File: src/rtl/mux4_rr_scheduler_pkg.sv
// Shared constants and state encoding for the 4-way round-robin output scheduler.
package mux4_rr_scheduler_pkg;
    localparam int DATA_W = 16;
    localparam int N_REQ  = 4;
    localparam int SRC_W  = 2;

    typedef enum logic [0:0] {
        ST_EMPTY = 1'b0,
        ST_FULL  = 1'b1
    } state_e;
endpackage

File: src/rtl/mux4_rr_scheduler_pick.sv
// Combinational rotating-priority picker: first valid index at or after ptr, modulo 4.
module rr_pick4 (
    input  logic [3:0] in_valid,
    input  logic [1:0] ptr,
    output logic [1:0] winner,
    output logic       any_valid
);
    logic [1:0] idx;

    // Scan from the farthest offset down so the nearest valid index overwrites last.
    always_comb begin
        winner    = 2'd0;
        any_valid = 1'b0;
        idx       = 2'd0;
        for (int k = 3; k >= 0; k--) begin
            idx = ptr + 2'(k);
            if (in_valid[idx]) begin
                winner    = idx;
                any_valid = 1'b1;
            end
        end
    end
endmodule

File: src/rtl/mux4_rr_scheduler.sv
// Four requesters share one registered output slot; grants rotate round-robin after each transfer.
module mux4_rr_scheduler #(
    parameter int DATA_W = mux4_rr_scheduler_pkg::DATA_W,
    parameter int N_REQ  = mux4_rr_scheduler_pkg::N_REQ
) (
    input  logic                 clock,
    input  logic                 reset,
    input  logic [N_REQ-1:0]     in_valid,
    input  logic [DATA_W-1:0]    in_data_0,
    input  logic [DATA_W-1:0]    in_data_1,
    input  logic [DATA_W-1:0]    in_data_2,
    input  logic [DATA_W-1:0]    in_data_3,
    output logic [N_REQ-1:0]     in_ready,
    output logic                 out_valid,
    output logic [DATA_W-1:0]    out_data,
    output logic [1:0]           out_src,
    input  logic                 out_ready,
    output logic                 busy
);
    import mux4_rr_scheduler_pkg::*;

    state_e                      state;
    logic [SRC_W-1:0]            ptr;
    logic [SRC_W-1:0]            winner;
    logic                        any_valid;
    logic                        can_load;
    logic                        xfer;
    logic [3:0][DATA_W-1:0]      in_data_arr;

    assign in_data_arr = {in_data_3, in_data_2, in_data_1, in_data_0};

    rr_pick4 u_pick (
        .in_valid  (in_valid),
        .ptr       (ptr),
        .winner    (winner),
        .any_valid (any_valid)
    );

    assign can_load = (state == ST_EMPTY) || out_ready;

    // Gating with reset keeps requesters from seeing an accept that the reset edge would discard.
    always_comb begin
        in_ready = '0;
        if (!reset && can_load && any_valid)
            in_ready[winner] = 1'b1;
    end

    assign xfer      = |(in_valid & in_ready);
    assign out_valid = (state == ST_FULL);
    assign busy      = out_valid || (|in_valid);

    always_ff @(posedge clock) begin
        if (reset) begin
            state    <= ST_EMPTY;
            out_data <= '0;
            out_src  <= '0;
            ptr      <= '0;
        end else if (xfer) begin
            state    <= ST_FULL;
            out_data <= in_data_arr[winner];
            out_src  <= winner;
            ptr      <= winner + 2'd1;
        end else if (state == ST_FULL && out_ready) begin
            // Drain only; data and source hold their last values.
            state    <= ST_EMPTY;
        end
    end
endmodule
File: config.mk
export PLATFORM = sky130hd
export DESIGN_NAME = mux4_rr_scheduler
export DESIGN_NICKNAME = d
export VERILOG_FILES = /design/src/rtl/mux4_rr_scheduler_pkg.sv /design/src/rtl/mux4_rr_scheduler_pick.sv /design/src/rtl/mux4_rr_scheduler.sv
export SDC_FILE = /design/constraint.sdc
export NUM_CORES = 1
export LEC_CHECK = 0
export ABC_AREA = 1
export CORE_UTILIZATION = 45
export DETAILED_ROUTE_END_ITERATION = 8
export DONT_BUFFER_PORTS = 1
export HOLD_SLACK_MARGIN = 0.08
export PLACE_DENSITY = 0.6
export SYNTH_ARGS = -nofsm -noshare
export SYNTH_HDL_FRONTEND = slang
export SYNTH_HIERARCHICAL = 1
export SYNTH_SLANG_ARGS = --single-unit
export TNS_END_PERCENT = 1
File: constraint.sdc
create_clock -name clock -period 3.05 [get_ports clock]
set_input_delay 0.61 -clock clock [delete_from_list [all_inputs] [get_ports clock]]
set_output_delay 0.61 -clock clock [all_outputs]
set_load 0.02 [all_outputs]
==> flow_summary_export.csv <==
group,metric,value,unit
worst_setup_path,cp_data_arrival_time,2.15,ns
sta,setup_violations,0,
synth,ys_ff_latch,21,
global_route,grt_max_degree,21,
synth,yosys_warnings,6,
clock_network,cts.htree.levels,1,
sta,slew_headroom,70.6,%
power_and_ir_drop,combPwrFrac,65.7,%
detailed_routing,wl_met3,262,µm
worst_setup_path,r2r_cells,16,
placed_design,io_buffer_count,0,
synth,synthFlopType,"dfxtp_1",
placed_design,place_hpwl,2980,µm
final_layout,layout.nets,329,
worst_setup_path,worst_ep_required_time,2.44,ns
detailed_routing,wl_met1,1670,µm
synth,ys_top_cells_by_count,"nor2_1 (74), o21ai_0 (42), nand2_1 (26), dfxtp_1 (21), o22ai_1 (16)",
detailed_routing,viasPerCell,5.40,
final_layout,design_area,1610,µm²
worst_setup_path,critical_path_depth,13,
clock_network,clk_pin_slew_worst_paths,0.11,ns
floorplan,die_h,60.1,µm
power_and_ir_drop,switching_power,1.16,mW
clock_network,cts_setup_buffers,0,
floorplan,dieArea,3610,µm²
worst_setup_path,path_cells,"nand2_1 > and2_4 > nand2_2 > nand2_2 > inv_2 > nand2_1 > nand2_1 > nand2_1 > inv_2 > ha_1 > inv_1 > nor2_1 > buf_4",
synth,synth_nets,327,
floorplan,initial_core_util,48.6,%
synth,avgSynthCellArea,6.03,µm²
power_and_ir_drop,p_int,0.948,mW
detailed_routing,dr.max_layer_used,"met4",
detailed_routing,drcViolationCount,0,
final_layout,fillCellCount,355,
clock_network,clk_path_buf_depth,2,
clock_network,cts_root_buffer,"clkbuf_4",
worst_setup_path,crit_slowest_cell,"dfxtp_2",
worst_setup_path,crit_buf_inv,4,
status,status,"finished, final reports clean",
synth,synth_area,1520,µm²
global_route,grt_pass1_wl,5920,µm
synth,yosysSeqAreaShare,27.7,%
power_and_ir_drop,power.clock.fraction,6.3,%
synth,ys_types,25,
min_path,whs_path_depth,1,
sta,period_share,90.5,%
detailed_routing,met2_length,1860,µm
detailed_routing,first_pass_iters,4,
sta,setup_tns,0,ns
sta,setup_ws,0.289,ns
synth,synthCells,252,
detailed_routing,drt-initial-drc-count,56,
worst_setup_path,path_common_cell,"nand2_1",
worst_setup_path,max_stage_delay,0.49,ns
worst_setup_path,crit_family,"simple AND/OR/NAND/NOR gates",
synth,synth_area_leaders,"dfxtp_1 (28%), nor2_1 (18%), o21ai_0 (14%)",
synth,synthArstFlopShare,0,%
final_layout,antenna_cells,0,
sta,max_freq,362,MHz
floorplan,core-area,3130,µm²
power_and_ir_drop,finalPower,2.11,mW
floorplan,rows,20,
synth,synth_edf_count,0,
placed_design,preCtsSetupSlack,0.435,ns
placed_design,place_congestion,0.786,
synth,yosysMostFrequentCell,"nor2_1",
clock_network,cts_tree,"yes",
worst_setup_path,start_kind,"register",
power_and_ir_drop,pwr-share-seq,28.0,%
power_and_ir_drop,peakVddDrop,0.580,mV
sta,final_hold_viol_count,0,
sta,min_period,2.76,ns
worst_setup_path,cp_max_fo,16,
detailed_routing,via_count,1603,
floorplan,ios,95,
final_layout,drive_above_1_share,13.4,%
detailed_routing,postRouteAntennaNets,0,
final_layout,finish.utilization,51.4,%
power_and_ir_drop,p_per_area,1310,nW/µm²
final_layout,area_delta_synth_final,5.85,%
clock_network,clk_latency,0.31,ns
global_route,grt_usage,21.6,%
run,max_cap_viol_count,0,
global_route,grt_antenna_before_repair,0,
power_and_ir_drop,p_leak,0.694,nW
detailed_routing,routed_wirelength,3820,µm
detailed_routing,wl_per_cell,12.9,µm
synth,synth_top_area_cell,"dfxtp_1",
min_path,min-delay-path-class,"input port to register",
sta,clock_skew,0.0175,ns
clock_network,cts_buffers,3,
clock_network,clock_sinks,21,
synth,yosysTopAreaCellShare,27.7,%
floorplan,die_w,60.1,µm
sta,rsz0062_at_grt,"no",
power_and_ir_drop,switching_share,55.0,%
sta,slew_viol_final,0,
worst_setup_path,end_kind,"primary output",
worst_setup_path,path_class,"register to primary output",
sta,worst_slew_pin_slew,0.441,ns
global_route,first_global_vias,1396,
global_route,grt-ovfl-total,0,
placed_design,dpl_cell_area,1570,µm²
[metal layers]
metal  vias up  track usage [%]
met3         2             5.84
met2        60             39.7
li1        838                -
met5         -                0
met1       703             25.0
met4         0             3.65
[state kept, by name, indices dropped and copies added (netlist names)]
name       cells
out_valid      1
ptr            2
out_data      16
out_src        2
[final timing paths]
kind / startpoint / to / slack [ns]
setup / recovery: ptr[0] / in_ready[0] / 0.29
hold / removal: reset / ptr[0] / 0.37
setup reg to reg: ptr[0] / out_data[15] / 0.63
hold reg to reg: out_data[15] / out_data[15] / 0.56
[repair_timing]
item                                    CTS  global route
gates resized for setup                   0             2
endpoints found under the setup margin    0             4
hold buffers                              0             0
[cells by family (layout without fill, tap and decap cells)]
family / count (synthesis) / count (layout) / synth area share (%)
flops: 21 / 21 / 27.7
simple gates: 123 / 123 / 33.9
fa+ha+maj: 4 / 4 / 3.30
buf+inv: 34 / 35 / 10.5
compound gates: 70 / 70 / 24.6
[stage by stage]
stage | hold slack [ns] | std cells
detailed placement | 0.550 | 293
CTS | 0.358 | 297
finish | 0.366 | 297
global placement | 0.548 | 293
floorplan | 0.450 | 252
global route | 0.335 | 297
[worst register-to-register path: stages, from the launching register on]
cell and delay, ns:
dfxtp_2 0.49, nand2_1 0.11, and2_4 0.17, nand2_2 0.07, nand2_2 0.05, inv_2 0.05, nand2_1 0.05, nand2_1 0.05
nand2_1 0.09, inv_2 0.22, ha_1 0.22, nand4_1 0.09, nand2_1 0.10, inv_1 0.05, nand2_2 0.30, nand2_1 0.12
a21oi_1 0.13
[cells in the final DEF (no fill, tap or decap), types with 2 or more instances in the layout]
master    Yosys  routed
nor2_1       74      74
clkbuf_4      0       3
inv_2         5       5
o21ai_0      42      42
nand3_1       8       7
o22ai_1      16      16
nand2_1      26      26
a21oi_1       4       4
dfxtp_1      21      20
o21ai_1       7       7
nand4_1       4       4
nand2_2       7       7
inv_1        14      14
ha_1          4       4
buf_4         2      11
nand3_2       1       2
[layout make-up]
cell class / count / area, µm² / area share, %
Timing Repair Buffer: 11 / 82.6 / 5.14
Clock inverter: 1 / 5.00 / 0.311
Inverter: 20 / 77.6 / 4.82
Multi-Input combinational cell: 197 / 943 / 58.7
Clock buffer: 3 / 22.5 / 1.40
Sequential cell: 21 / 422 / 26.2
Tap cell: 44 / 55.1 / 3.42
[power by group through the flow]
stage | Combinational, mW | Sequential, mW | Clock [mW]
floorplan | 1.14 | 0.560 | 0
global placement | 1.39 | 0.598 | 0
detailed placement | 1.39 | 0.599 | 0
CTS | 1.39 | 0.592 | 0.138
global route | 1.59 | 0.606 | 0.151
finish | 1.39 | 0.590 | 0.133
Note: power is estimated with default switching activity, not from simulation.
